`src/rtl/fetch_stage_pkg.sv`:
```
// Shared CPU front-end types and constants used by the fetch stage and the decode stage.
package cpu_pkg;

    localparam int ADDR_W  = 64;
    localparam int INSTR_W = 32;

    localparam logic [ADDR_W-1:0]  RESET_PC  = 64'h0;
    localparam logic [INSTR_W-1:0] NOP_INSTR = 32'hD503201F;

    typedef enum logic [1:0] {BOOT, RUN, HOLD} fetch_state_t;

    // Instructions are word aligned, so the low two address bits are ignored.
    function automatic logic [ADDR_W-1:0] align_pc(input logic [ADDR_W-1:0] a);
        return {a[ADDR_W-1:2], 2'b00};
    endfunction

endpackage

```
`src/rtl/fetch_stage_if.sv`:
```
// Bundle of the instruction-memory, decode-control and IF/ID signals around the fetch stage.
interface fetch_stage_if;
    import cpu_pkg::*;

    logic               imem_req;
    logic [ADDR_W-1:0]  imem_addr;
    logic [INSTR_W-1:0] imem_rdata;
    logic               stall;
    logic               redirect;
    logic [ADDR_W-1:0]  redirect_pc;
    logic               if_id_valid;
    logic [INSTR_W-1:0] if_id_instr;
    logic [ADDR_W-1:0]  if_id_pc;
    logic [31:0]        fetch_count;

    modport master (
        output imem_req, imem_addr, if_id_valid, if_id_instr, if_id_pc, fetch_count,
        input  imem_rdata, stall, redirect, redirect_pc
    );

    modport slave (
        input  imem_req, imem_addr, if_id_valid, if_id_instr, if_id_pc, fetch_count,
        output imem_rdata, stall, redirect, redirect_pc
    );

endinterface

```
`src/rtl/fetch_stage_skid.sv`:
```
// One-entry {valid, instr, pc} hold register; catches memory data that returns while decode stalls.
module fetch_skid_buf
    import cpu_pkg::*;
(
    input  logic               clk_i,
    input  logic               rst_ni,
    input  logic               load_i,
    input  logic               clear_i,
    input  logic [INSTR_W-1:0] instr_i,
    input  logic [ADDR_W-1:0]  pc_i,
    output logic               valid_o,
    output logic [INSTR_W-1:0] instr_o,
    output logic [ADDR_W-1:0]  pc_o
);

    logic               valid_q, valid_d;
    logic [INSTR_W-1:0] instr_q, instr_d;
    logic [ADDR_W-1:0]  pc_q, pc_d;

    // Clear wins over load so a redirect always discards the buffered entry.
    always_comb begin
        valid_d = valid_q;
        instr_d = instr_q;
        pc_d    = pc_q;
        if (clear_i) begin
            valid_d = 1'b0;
        end else if (load_i) begin
            valid_d = 1'b1;
            instr_d = instr_i;
            pc_d    = pc_i;
        end
    end

    always_ff @(posedge clk_i or negedge rst_ni) begin
        if (!rst_ni) begin
            valid_q <= 1'b0;
            instr_q <= NOP_INSTR;
            pc_q    <= '0;
        end else begin
            valid_q <= valid_d;
            instr_q <= instr_d;
            pc_q    <= pc_d;
        end
    end

    assign valid_o = valid_q;
    assign instr_o = instr_q;
    assign pc_o    = pc_q;

endmodule

```
`src/rtl/fetch_stage.sv`:
```
// Instruction-fetch stage: owns the PC, drives a synchronous-read instruction memory and fills IF/ID.
module fetch_stage
    import cpu_pkg::*;
(
    input  logic          clk_i,
    input  logic          rst_ni,
    fetch_stage_if.master bus
);

    fetch_state_t       state_q, state_d;
    logic [ADDR_W-1:0]  pc_q, pc_d;
    logic               inflight_v_q, inflight_v_d;
    logic [ADDR_W-1:0]  inflight_pc_q, inflight_pc_d;
    logic               ifid_valid_q, ifid_valid_d;
    logic [INSTR_W-1:0] ifid_instr_q, ifid_instr_d;
    logic [ADDR_W-1:0]  ifid_pc_q, ifid_pc_d;
    logic [31:0]        fetch_count_q, fetch_count_d;
    logic               ifid_load;
    logic               req;
    logic [ADDR_W-1:0]  addr;
    logic [ADDR_W-1:0]  target;
    logic               skid_load, skid_clear, skid_v;
    logic [INSTR_W-1:0] skid_instr;
    logic [ADDR_W-1:0]  skid_pc;

    fetch_skid_buf u_skid (
        .clk_i   (clk_i),
        .rst_ni  (rst_ni),
        .load_i  (skid_load),
        .clear_i (skid_clear),
        .instr_i (bus.imem_rdata),
        .pc_i    (inflight_pc_q),
        .valid_o (skid_v),
        .instr_o (skid_instr),
        .pc_o    (skid_pc)
    );

    // Redirect overrides everything; otherwise the state decides between fetching and holding.
    always_comb begin
        target        = align_pc(bus.redirect_pc);
        state_d       = state_q;
        pc_d          = pc_q;
        inflight_v_d  = inflight_v_q;
        inflight_pc_d = inflight_pc_q;
        ifid_valid_d  = ifid_valid_q;
        ifid_instr_d  = ifid_instr_q;
        ifid_pc_d     = ifid_pc_q;
        ifid_load     = 1'b0;
        skid_load     = 1'b0;
        skid_clear    = 1'b0;
        req           = 1'b0;
        addr          = pc_q;

        if (bus.redirect) begin
            req           = 1'b1;
            addr          = target;
            pc_d          = target + ADDR_W'(4);
            ifid_load     = 1'b1;
            ifid_valid_d  = 1'b0;
            ifid_instr_d  = NOP_INSTR;
            inflight_v_d  = 1'b1;
            inflight_pc_d = target;
            skid_clear    = 1'b1;
            state_d       = RUN;
        end else begin
            case (state_q)
                BOOT: begin
                    if (!bus.stall) begin
                        req           = 1'b1;
                        pc_d          = pc_q + ADDR_W'(4);
                        inflight_v_d  = 1'b1;
                        inflight_pc_d = pc_q;
                        state_d       = RUN;
                    end
                end
                RUN: begin
                    if (bus.stall) begin
                        skid_load    = inflight_v_q;
                        inflight_v_d = 1'b0;
                        state_d      = HOLD;
                    end else begin
                        req           = 1'b1;
                        pc_d          = pc_q + ADDR_W'(4);
                        ifid_load     = 1'b1;
                        ifid_valid_d  = inflight_v_q;
                        ifid_instr_d  = inflight_v_q ? bus.imem_rdata : NOP_INSTR;
                        ifid_pc_d     = inflight_pc_q;
                        inflight_v_d  = 1'b1;
                        inflight_pc_d = pc_q;
                    end
                end
                HOLD: begin
                    if (!bus.stall) begin
                        req           = 1'b1;
                        pc_d          = pc_q + ADDR_W'(4);
                        ifid_load     = 1'b1;
                        ifid_valid_d  = skid_v;
                        ifid_instr_d  = skid_v ? skid_instr : NOP_INSTR;
                        ifid_pc_d     = skid_pc;
                        skid_clear    = 1'b1;
                        inflight_v_d  = 1'b1;
                        inflight_pc_d = pc_q;
                        state_d       = RUN;
                    end
                end
                default: state_d = BOOT;
            endcase
        end

        fetch_count_d = fetch_count_q + 32'(ifid_load && ifid_valid_d);
    end

    always_ff @(posedge clk_i or negedge rst_ni) begin
        if (!rst_ni) begin
            state_q       <= BOOT;
            pc_q          <= RESET_PC;
            inflight_v_q  <= 1'b0;
            inflight_pc_q <= '0;
            ifid_valid_q  <= 1'b0;
            ifid_instr_q  <= NOP_INSTR;
            ifid_pc_q     <= '0;
            fetch_count_q <= '0;
        end else begin
            state_q       <= state_d;
            pc_q          <= pc_d;
            inflight_v_q  <= inflight_v_d;
            inflight_pc_q <= inflight_pc_d;
            ifid_valid_q  <= ifid_valid_d;
            ifid_instr_q  <= ifid_instr_d;
            ifid_pc_q     <= ifid_pc_d;
            fetch_count_q <= fetch_count_d;
        end
    end

    // The request is combinational, so it is gated to stay low while reset is held.
    assign bus.imem_req    = req & rst_ni;
    assign bus.imem_addr   = addr;
    assign bus.if_id_valid = ifid_valid_q;
    assign bus.if_id_instr = ifid_instr_q;
    assign bus.if_id_pc    = ifid_pc_q;
    assign bus.fetch_count = fetch_count_q;

endmodule

```
`src/flat_wrapper.sv`:
```
// flat-port wrapper written by rule: the top's interface ports become plain ports
module fetch_stage_flat import cpu_pkg::*;
  (clk_i, rst_ni, bus_imem_req, bus_imem_addr, bus_if_id_valid, bus_if_id_instr, bus_if_id_pc, bus_fetch_count, bus_imem_rdata, bus_stall, bus_redirect, bus_redirect_pc);
  fetch_stage_if bus_i ();
  input  logic clk_i;
  input  logic rst_ni;
  output wire logic [$bits(bus_i.imem_req)-1:0] bus_imem_req;
  output wire logic [$bits(bus_i.imem_addr)-1:0] bus_imem_addr;
  output wire logic [$bits(bus_i.if_id_valid)-1:0] bus_if_id_valid;
  output wire logic [$bits(bus_i.if_id_instr)-1:0] bus_if_id_instr;
  output wire logic [$bits(bus_i.if_id_pc)-1:0] bus_if_id_pc;
  output wire logic [$bits(bus_i.fetch_count)-1:0] bus_fetch_count;
  input wire logic [$bits(bus_i.imem_rdata)-1:0] bus_imem_rdata;
  input wire logic [$bits(bus_i.stall)-1:0] bus_stall;
  input wire logic [$bits(bus_i.redirect)-1:0] bus_redirect;
  input wire logic [$bits(bus_i.redirect_pc)-1:0] bus_redirect_pc;
  assign bus_imem_req = bus_i.imem_req;
  assign bus_imem_addr = bus_i.imem_addr;
  assign bus_if_id_valid = bus_i.if_id_valid;
  assign bus_if_id_instr = bus_i.if_id_instr;
  assign bus_if_id_pc = bus_i.if_id_pc;
  assign bus_fetch_count = bus_i.fetch_count;
  assign bus_i.imem_rdata = bus_imem_rdata;
  assign bus_i.stall = bus_stall;
  assign bus_i.redirect = bus_redirect;
  assign bus_i.redirect_pc = bus_redirect_pc;
  fetch_stage u_core (.clk_i(clk_i), .rst_ni(rst_ni), .bus(bus_i));
endmodule
```
`config.mk`:
```
export PLATFORM = sky130hd
export DESIGN_NAME = fetch_stage_flat
export DESIGN_NICKNAME = d
export VERILOG_FILES = /design/src/rtl/fetch_stage_pkg.sv /design/src/rtl/fetch_stage_if.sv /design/src/rtl/fetch_stage_skid.sv /design/src/rtl/fetch_stage.sv /design/src/flat_wrapper.sv
export SDC_FILE = /design/constraint.sdc
export NUM_CORES = 1
export LEC_CHECK = 0
export BUFFER_PORTS_ARGS = -buffer_cell sky130_fd_sc_hd__buf_2
export CORE_ASPECT_RATIO = 0.9
export CORE_MARGIN = 2
export CORE_UTILIZATION = 50
export DETAILED_ROUTE_END_ITERATION = 10
export GPL_TIMING_DRIVEN = 0
export MAX_ROUTING_LAYER = met4
export PLACE_DENSITY = 0.75
export SYNTH_ARGS = -nofsm -noshare
export SYNTH_HDL_FRONTEND = slang
export SYNTH_HIERARCHICAL = 1
export SYNTH_SLANG_ARGS = --single-unit
```
`constraint.sdc`:
```
create_clock -name clk_i -period 2.74 [get_ports clk_i]
set_input_delay 0.274 -clock clk_i [delete_from_list [all_inputs] [get_ports clk_i]]
set_output_delay 0.274 -clock clk_i [all_outputs]
set_load 0.05 [all_outputs]
```
* Word level (Yosys, flattened, before mapping)
Index checks and enable logic that the tools add are counted. Widths: inputs -> output; s select.
Storage, ports and cells: flip-flop bits (word level) 357, input port bits 100, output and inout bits 194, word-level logic and storage cells 81
Operators by class: $add $sub $neg 3, eq/ne operators 9, mux-type cells 39, bitwise logic cells 3, reductions and logical operators 16
Operators by type and width (count):
- $mux 64 | 9
- $mux 32 | 5
- $add 64x3->64 const B | 2
- $pmux 64 s2 | 1
- $pmux 32 s2 | 1
- $add 32x1->32 | 1
- $mux 1 | 17
- $ne 3x3->1 const B | 3
- $reduce_and 2->1 | 4
- $mux 2 | 3
- $reduce_bool 2->1 | 3
- $reduce_bool 3->1 | 2
- $ne 2x2->1 const B | 2
- $pmux 1 s2 | 2
- $pmux 2 s2 | 1
- $reduce_and 4->1 | 1
- $reduce_or 2->1 | 2
- $ne 3x2->1 const B | 1
- $reduce_and 3->1 | 1
- $reduce_or 3->1 | 1
- $eq 2x1->1 const B | 1
- $eq 2x2->1 const B | 1
- $logic_not 2->1 | 1
- $ne 2x1->1 const B | 1
- 3 further kinds | 4

* Logic depth before layout (Yosys ltp)
Gate-level depths: netlist of run 1.
depth in word-level cells 6, depth in mapped cells 17, depth with buffers taken out 14

* By module
The synthesis of run 1 kept the hierarchy.
By module, submodules not included:
- fetch_stage | instances 1, cells an instance 1395, area an instance 13241.4 um^2, seq. area each 6422.4 um^2
- fetch_skid_buf | instances 1, cells an instance 207, area an instance 3827.4 um^2, seq. area each 2443.6 um^2

* Worst setup path before layout of run 1
OpenSTA, ideal clock, no wires.
path kind in2reg, from in bus_redirect, to reg u_core.pc_q[60], setup time 0.096 ns, data arrival time 3.600 ns, required time 2.644 ns, setup slack -0.956 ns, stages on the path 15, path buffers 8, path through buf_6 > buf_8 > buf_8 > clkbuf_1 > buf_2 > buf_2 > buf_2 > mux2_2 > ha_1 > a21boi_0 > nand3_2 > nor4_4 > buf_2 > a41oi_1 > o31ai_1
On the way: word-level cells in the longest chain between the ends 2, elaborated cells between the ends (all ways) 4, those cells by class 1 x eq/ne; 1 x mux; 2 x reduce/logical
RTL lines:
- from (decl) | line flat_wrapper.sv:15 | input wire logic [$bits(bus_i.redirect)-1:0] bus_redirect;
- $ne 2x1->1 (no source line) / $reduce_bool 2->1 (equally long branches)
- $reduce_and 2->1 (no source line)
- to (signal assigned) | line fetch_stage.sv:125 | pc_q <= pc_d;
- to (decl) | line fetch_stage.sv:11 | logic [ADDR_W-1:0] pc_q, pc_d;
Several ways; a longest one is shown, not always the timed one. A chain may end at the register's enable or synchronous reset.

* Final worst setup path of run 1
from in bus_redirect, to reg u_core.pc_q[52]
Same word-level chain as after synthesis.

==> impl_summary.txt, run 1 <==
----------------------------------------------------
[Outcome]
  Result of the run ... finished, final reports clean

[CTS]
  Number of levels the H-tree was split into ... 2
  Clk sink count ... 353
  Clock tree from TritonCTS ... built
  Maximum buffer depth of the clock tree ... 3
  Clock edge transition at the registers on the reported setup and hold paths ... 60 ps
  Insertion delay to the later sink of the worst-skew pair ... 540 ps
  Master cell of the clock root buffer ... clkbuf_16
  Clock buffer count from CTS ... 38

[Timing]
  Skew final ... 15.8 ps
  Min Clock Period, post-route ... 2700 ps
  Pin slew with the least headroom to its limit ... 860 ps
  Max Fclk ... 0.370 GHz
  Worst Slack Setup Final ... 39.4 ps
  Final period util ... 98.6%
  Slew Viols, Final ... 0
  Final setup violating endpoints ... 0
  Slew HR ... 42.5%
  Final Hold Viols ... 0
  Setup TNS after final layout ... 0 ps

[Job]
  Number of maximum-capacitance violations ... 0

[Cells and area]
  Total Nets Final ... 2084
  Fraction of final layout cells with drive strength greater than 1 ... 29.9%
  Synth-to-layout area growth ... 24.8%
  Cell area after layout ... 0.0213 mm^2
  Total of fill cells in the finished design ... 2751

[Synth]
  Sequential cell area fraction in the yosys report ... 51.9%
  Total of flip-flops plus latches after synthesis ... 353
  Synthesis Warnings ... 6
  Largest area contributor in the netlist ... dfrtp_1
  Average size of a mapped cell ... 10.7 um^2
  Combined area of all synthesized cells ... 0.0171 mm^2
  Commonest register cell after synthesis ... dfrtp_1
  Synth top area share ... 47.9%
  Synth async-reset ratio ... 100%
  Synth top area cells ... dfrtp_1 (48%), mux2i_1 (5.9%), mux2_2 (5.5%)
  Library cells used by synthesis ... 66
  Post-synthesis cell count ... 1602
  EDFF count, synth ... 0

[Pwr]
  Worst-case vdd ir drop ... 0.000727 V
  Part of the total power dissipated in the clock network ... 24.8%
  Power density over the cells ... 1030 mW/mm^2
  Share of power burned in combinational logic ... 37.4%
  Cell Int Power ... 13.1 mW
  Tot Pwr ... 22.0 mW
  Total net switching power ... 8.84 mW
  Switching part of the total power ... 40.2%
  Leakage power figure ... 9.38 nW
  Sequential fraction of design power ... 37.8%

[Placed design]
  Placed Instance Area ... 0.0194 mm^2
  Worst slack after detailed placement ... -690 ps
  Number of buffer cells added on primary ports ... 288
  Final HPWL from detailed placement ... 36.4 mm
  Final estimated routing congestion in global placement ... 0.946

[Setup path]
  Type of the setup path with the least slack ... in -> reg
  Data arrival time of the worst path ... 3130 ps
  Worst-path cell chain ... buf_8 -> buf_8 -> buf_8 -> clkbuf_8 -> buf_6 -> buf_8 -> buf_8 -> mux2_4 -> ha_4 -> a21boi_4 -> nand3_4 -> nor4_2 -> a21oi_1 -> o31ai_1
  Critical Path Most Common Cell ... buf_8
  Kind of end point of the critical path ... register
  Data required time at the worst endpoint ... 3170 ps
  Critical-path top delay cell ... nor4_2
  CP max FO ... 10
  Category of the worst setup path launch point ... input pin
  Crit-path max cell delay ... 520 ps
  Length in cells of the worst reg-to-reg path ... 6

[Routing]
  Number of detailed-routing iterations run before antenna repair ... 6
  DR vias ... 14.2k
  Post-route DRC violation count ... 0
  Number of nets with antenna violations after detailed routing ... 0
  Post-DR wirelength/cell ... 20.8 um
  Initial drt markers ... 1119
  Final Routed Wirelength ... 51.4 mm
  Post-detailed-route via-to-cell ratio ... 5.74

[Die]
  Core area ... 0.0338 mm^2
  Area of the die ... 0.0356 mm^2
  Number of placement rows ... 64
  Floorplan die width ... 199 um
  Initial Utilization ... 50.5%
  Count of boundary I/O pins ... 294
  Overall die height ... 179 um

[Global route]
  Vias in the first global route ... 14.0k
  Initial antenna violation count ... 8
  Global-route wire length before repair ... 78.4 mm
  Total congestion overflow ... 0
  Pin count of the biggest net entering global routing ... 118
  Overall routing resource usage ... 29.4%

[Hold path]
  Path class of the lowest-slack min-delay path ... in -> reg
  Min-Delay Path Depth ... 2

----------------------------------------------------
==> flip-flops by register name (all words and copies together) (netlist names) <==
signal	count
u_core/inflight_v_q	1
u_core/u_skid/pc_o	64
u_core/u_skid/instr_o	32
u_core/pc_q	62
u_core/u_skid/valid_o	1
u_core/bus.fetch_count	32
u_core/bus.if_id_valid	1
u_core/bus.if_id_instr	32
u_core/inflight_pc_q	62
u_core/state_q	2
u_core/bus.if_id_pc	64
==> area by class of cell <==
cell class,count,area [um^2],share of cell area (%)
clock inverter,16,194,0.910
multi-input combinational,1106,7710,36.2
sequential,353,8870,41.6
tap,462,578,2.71
timing repair buffer,334,1980,9.30
antenna,8,20.0,0.0940
clock buffer,53,1150,5.40
inverter,48,180,0.846
buffer,96,621,2.91
==> critical path: cells and delay by family <==
family,cells,cell delay (ps)
simple gates,2,730
fa+ha+maj,1,160
mux,1,220
buf+inv,7,1150
compound gates,3,590
==> worst paths after layout <==
kind	startpoint	to	slack, ps
max	bus_redirect	u_core/pc_q[52]	40
min	bus_imem_rdata[26]	u_core/u_skid/instr_o[26]	30
max reg2reg	u_core/state_q[0]	u_core/inflight_pc_q[50]	60
min reg2reg	u_core/bus.if_id_instr[21]	u_core/bus.if_id_instr[21]	480
max in group asynchronous	rst_ni	u_core/pc_q[7]	1620
min in group asynchronous	rst_ni	u_core/bus.fetch_count[28]	330
==> per-layer routing <==
| layer | global-route usage [%] | vias up | wire [um] |
|---|---|---|---|
| met1 | 38.5 | 7079 | 21600 |
| met2 | 45.7 | 647 | 23900 |
| met4 | 10.4 | 0 | 1580 |
| li1 | - | 6389 | - |
| met5 | - | - | 0 |
| met3 | 5.89 | 100 | 4280 |
==> kinds of logic (layout without fill, tap and decap cells) <==
logic type	Yosys count	in the layout	synth area share, %
compound gates	292	292	9.98
buf+inv	146	547	4.05
simple gates	500	500	14.5
xor+xnor	79	79	4.05
fa+ha+maj	7	7	0.513
mux	224	224	14.9
other cells	1	12	0.0220
flops	353	353	51.9
==> power by group through the flow <==
| stage | combinational [mW] | sequential (mW) | clock (mW) |
|---|---|---|---|
| floorplan | 3.93 | 10.2 | 0 |
| global placement | 7.89 | 8.23 | 0 |
| detailed placement | 8.04 | 8.33 | 0 |
| CTS | 8.15 | 8.26 | 5.55 |
| global route | 8.76 | 8.52 | 5.78 |
| finish | 8.22 | 8.30 | 5.46 |
==> Yosys cell counts, drive strengths merged (20+ instances only) <==
master    n
a21oi   151
dfstp    26
nand3    42
a22oi    29
xnor2    69
nand2   107
nor2    200
nand4    25
clkbuf   64
mux2i   101
mux2    123
nand3b   20
o21ai    47
dfrtp   327
and3     22
inv      48
buf      34
==> through the flow <==
| step | utilization [%] | cells | hold slack, ps |
|---|---|---|---|
| 2_1_floorplan | - | 1605 | -21.6 |
| 3_3_place_gp | 57.0 | 2355 | 453 |
| 3_5_place_dp | 57.3 | 2358 | 222 |
| 4_1_cts | 62.5 | 2461 | 4.87 |
| 5_1_grt | 63.0 | 2475 | 19.5 |
| 6_report | 63.0 | 2476 | 32.2 |
==> cell usage in the layout, fill, tap and decap left out, types with 9 or more instances in the layout <==
cell	count
inv_1	46
nand4b_1	9
o31ai_1	11
dfstp_2	26
nand2_1	105
xor2_1	10
clkbuf_1	57
nor3_1	9
nand4_1	25
mux2i_1	99
clkbuf_16	42
a31oi_1	9
and4_1	9
and3_1	21
clkbuf_8	9
mux2_4	42
dfrtp_1	325
nor4_1	10
o21ai_0	42
a22oi_1	28
dlygate4sd3_1	30
a21oi_1	151
nand3b_1	19
buf_2	293
buf_4	17
nand3_1	40
nor2_1	198
mux2_2	81
xnor2_1	69
o22ai_1	16
==> repair_timing <==
action / in CTS / in global routing
hold buffers: 31 / 0
buffers inserted: 5 / 6
endpoints found under the setup margin: 239 / 55
hold endpoints to repair: 83 / 0
pin swaps: 4 / 6
gates cloned: 0 / 1
resized for setup: 21 / 28
(Power assumes the default switching activity.)
==> run 2: changes to the inputs <==
--- a/config.mk
+++ b/config.mk
@@ -6,7 +6,6 @@
 export NUM_CORES = 1
 export LEC_CHECK = 0
 export BUFFER_PORTS_ARGS = -buffer_cell sky130_fd_sc_hd__buf_2
-export CORE_ASPECT_RATIO = 0.9
 export CORE_MARGIN = 2
 export CORE_UTILIZATION = 50
 export DETAILED_ROUTE_END_ITERATION = 10
==> impl_summary.txt, run 2 (synthesis results as in run 1) <==
----------------------------------------------------
[Setup path]
  Data required time at the worst endpoint ... 3110 ps (was 3170 ps)
  Kind of end point of the critical path ... register (unchanged)
  Data arrival time of the worst path ... 3040 ps (was 3130 ps)
  Critical-path top delay cell ... nor4_4 (was nor4_2)
  CP max FO ... 10 (unchanged)
  Crit-path max cell delay ... 340 ps (was 520 ps)
  Category of the worst setup path launch point ... input pin (unchanged)
  Critical Path Most Common Cell ... buf_8 (unchanged)
  Worst-path cell chain ... buf_8 -> buf_8 -> buf_8 -> clkbuf_8 -> buf_8 -> buf_8 -> buf_12 -> mux2_4 -> ha_4 -> a21boi_4 -> nand3_4 -> clkbuf_8 -> nor4_4 -> xnor2_1 -> a21oi_1 (was buf_8 -> buf_8 -> buf_8 -> clkbuf_8 -> buf_6 -> buf_8 -> buf_8 -> mux2_4 -> ha_4 -> a21boi_4 -> nand3_4 -> nor4_2 -> a21oi_1 -> o31ai_1)
  Type of the setup path with the least slack ... in -> reg (unchanged)

[Die]
  Number of placement rows ... 67 (was 64)
  Initial Utilization ... 50.8% (was 50.5%)
  Overall die height ... 189 um (was 179 um)
  Core area ... 0.0336 mm^2 (was 0.0338 mm^2)
  Floorplan die width ... 189 um (was 199 um)
  Area of the die ... 0.0356 mm^2 (about the same)
  Count of boundary I/O pins ... 294 (unchanged)

[Timing]
  Final setup violating endpoints ... 0 (unchanged)
  Slew HR ... 40.5% (was 42.5%)
  Min Clock Period, post-route ... 2670 ps (was 2700 ps)
  Skew final ... 19.8 ps (was 15.8 ps)
  Pin slew with the least headroom to its limit ... 890 ps (was 860 ps)
  Slew Viols, Final ... 0 (unchanged)
  Final period util ... 97.5% (was 98.6%)
  Max Fclk ... 0.374 GHz (was 0.370 GHz)
  Post-route worst hold slack ... 17.7 ps (was 32.2 ps)
  RSZ-0062 raised after global routing ... yes
  Final Hold Viols ... 0 (unchanged)
  Setup TNS after final layout ... 0 ps (unchanged)

[Routing]
  Number of detailed-routing iterations run before antenna repair ... 5 (was 6)
  Number of nets with antenna violations after detailed routing ... 0 (unchanged)
  Post-route DRC violation count ... 0 (unchanged)
  DR vias ... 14.0k (was 14.2k)
  Post-detailed-route via-to-cell ratio ... 5.73 (was 5.74)
  Initial drt markers ... 954 (was 1119)
  Final Routed Wirelength ... 51.4 mm (about the same)
  Post-DR wirelength/cell ... 21.0 um (was 20.8 um)

[CTS]
  Maximum buffer depth of the clock tree ... 3 (unchanged)
  Clk sink count ... 353 (unchanged)
  Insertion delay to the later sink of the worst-skew pair ... 530 ps (was 540 ps)
  Clock tree from TritonCTS ... built (unchanged)
  Clock buffer count from CTS ... 39 (was 38)
  Number of levels the H-tree was split into ... 2 (unchanged)
  Master cell of the clock root buffer ... clkbuf_16 (unchanged)
  Clock edge transition at the registers on the reported setup and hold paths ... 60 ps (about the same)

[Global route]
  Initial antenna violation count ... 9 (was 8)
  Total congestion overflow ... 0 (unchanged)
  Overall routing resource usage ... 29.0% (was 29.4%)
  Vias in the first global route ... 14.4k (was 14.0k)
  Pin count of the biggest net entering global routing ... 122 (was 118)
  Global-route wire length before repair ... 79.0 mm (was 78.4 mm)

[Pwr]
  Worst-case vdd ir drop ... 0.000736 V (was 0.000727 V)
  Leakage power figure ... 9.28 nW (was 9.38 nW)
  Power density over the cells ... 1040 mW/mm^2 (was 1030 mW/mm^2)

[Hold path]
  Path class of the lowest-slack min-delay path ... in -> reg (unchanged)

[Placed design]
  Number of buffer cells added on primary ports ... 288 (unchanged)
  Final HPWL from detailed placement ... 36.5 mm (was 36.4 mm)
  Cells after DPL ... 2344 (was 2358)
  Final estimated routing congestion in global placement ... 0.936 (was 0.946)
  Placed Instance Area ... 0.0193 mm^2 (was 0.0194 mm^2)

[Cells and area]
  Synth-to-layout area growth ... 23.6% (was 24.8%)
  Cell area after layout ... 0.0211 mm^2 (was 0.0213 mm^2)
  Area of combinational cells with multiple inputs ... 0.00769 mm^2 (was 0.00771 mm^2)
  Area used by sequential logic in the layout ... 0.00887 mm^2 (about the same)
  Final Non-Filler Cells ... 2446 (was 2476)
  Fraction of final layout cells with drive strength greater than 1 ... 29.8% (was 29.9%)
  Most frequent cells in the layout ... dfrtp_1 (326), buf_2 (293), nor2_1 (197) (was dfrtp_1 (325), buf_2 (293), nor2_1 (198))
  Most common library cell in the layout ignoring fill and taps ... dfrtp_1 (unchanged)
  Total Nets Final ... 2069 (was 2084)
  Post-layout util ... 62.8% (was 63.0%)
  Total of fill cells in the finished design ... 2761 (was 2751)

[Outcome]
  Result of the run ... finished, final reports clean (unchanged)

[Job]
  Number of maximum-capacitance violations ... 0 (unchanged)

----------------------------------------------------
run 2: cell count changes in the layout (fill, tap and decap cells not counted), moves of 2 or more:
cell           before  now
dlygate4sd3_1      30   13
buf_6               7    2
clkbuf_1           57   62
clkinv_2            8    4
buf_4              17   20
buf_8               8   11
clkbuf_8            9    7
diode_2             8   10
inv_6               2    0
run 2: worst max-delay path, delay by kind of cell:
family,cells,cell delay (ps)
multiplexers,1,200
AO/OA/AOI/OAI,2,300
buffers and inverters,8,1390
XOR/XNOR,1,150
AND/OR/NAND/NOR,2,550
adder cells (fa/ha/maj),1,150
run 2: repair_timing:
action                                  4_1_cts  5_1_grt
pin swaps                                     2        5
buffers inserted                              3       10
endpoints found under the hold margin        54        0
resized for setup                            22       27
endpoints found under the setup margin      252       51
cloned                                        0        1
hold buffers                                 13        0
run 2: final timing paths:
check	startpoint	to	slack (ps)	cells after the start
max	bus_redirect	u_core/pc_q[34]	70	15
min reg2reg	u_core/bus.fetch_count[31]	u_core/bus.fetch_count[31]	470	1
max reg2reg	u_core/pc_q[40]	u_core/pc_q[55]	110	7
min	bus_imem_rdata[20]	u_core/u_skid/instr_o[20]	20	2
max in group asynchronous	rst_ni	u_core/pc_q[45]	1590	3
min in group asynchronous	rst_ni	u_core/bus.fetch_count[23]	280	2
run 2: area by class of cell:
type	instances	share of cell area [%]
sequential	353	42.0
clock inverter	11	0.884
antenna	10	0.119
inverter	48	0.854
clock buffer	56	5.47
tap	448	2.66
timing repair buffer	318	8.47
multi-input combinational	1106	36.5
buffer	96	3.05
run 2: report_power, final:
part	internal (mW)	switching, mW
clock	3.39	2.10
sequential	7.14	1.16
combinational	2.69	5.56
total	13.2	8.83
run 2: routing by layer:
metal,wire [um],global-route usage (%),up-vias,part of all wire (%)
met5,0,-,-,0
met4,1680,10.4,0,3.3
met3,3730,5.62,111,7.2
met2,24400,46.3,581,47
met1,21600,37.1,6969,42
li1,-,-,6351,-
run 2: through the flow:
stage / power [mW] / worst slack [ps]
CTS: 22.0 / 7.40
global route: 23.1 / -24.3
floorplan: 14.1 / -122
detailed placement: 16.4 / -726
global placement: 16.1 / -5380
finish: 22.0 / 68.3
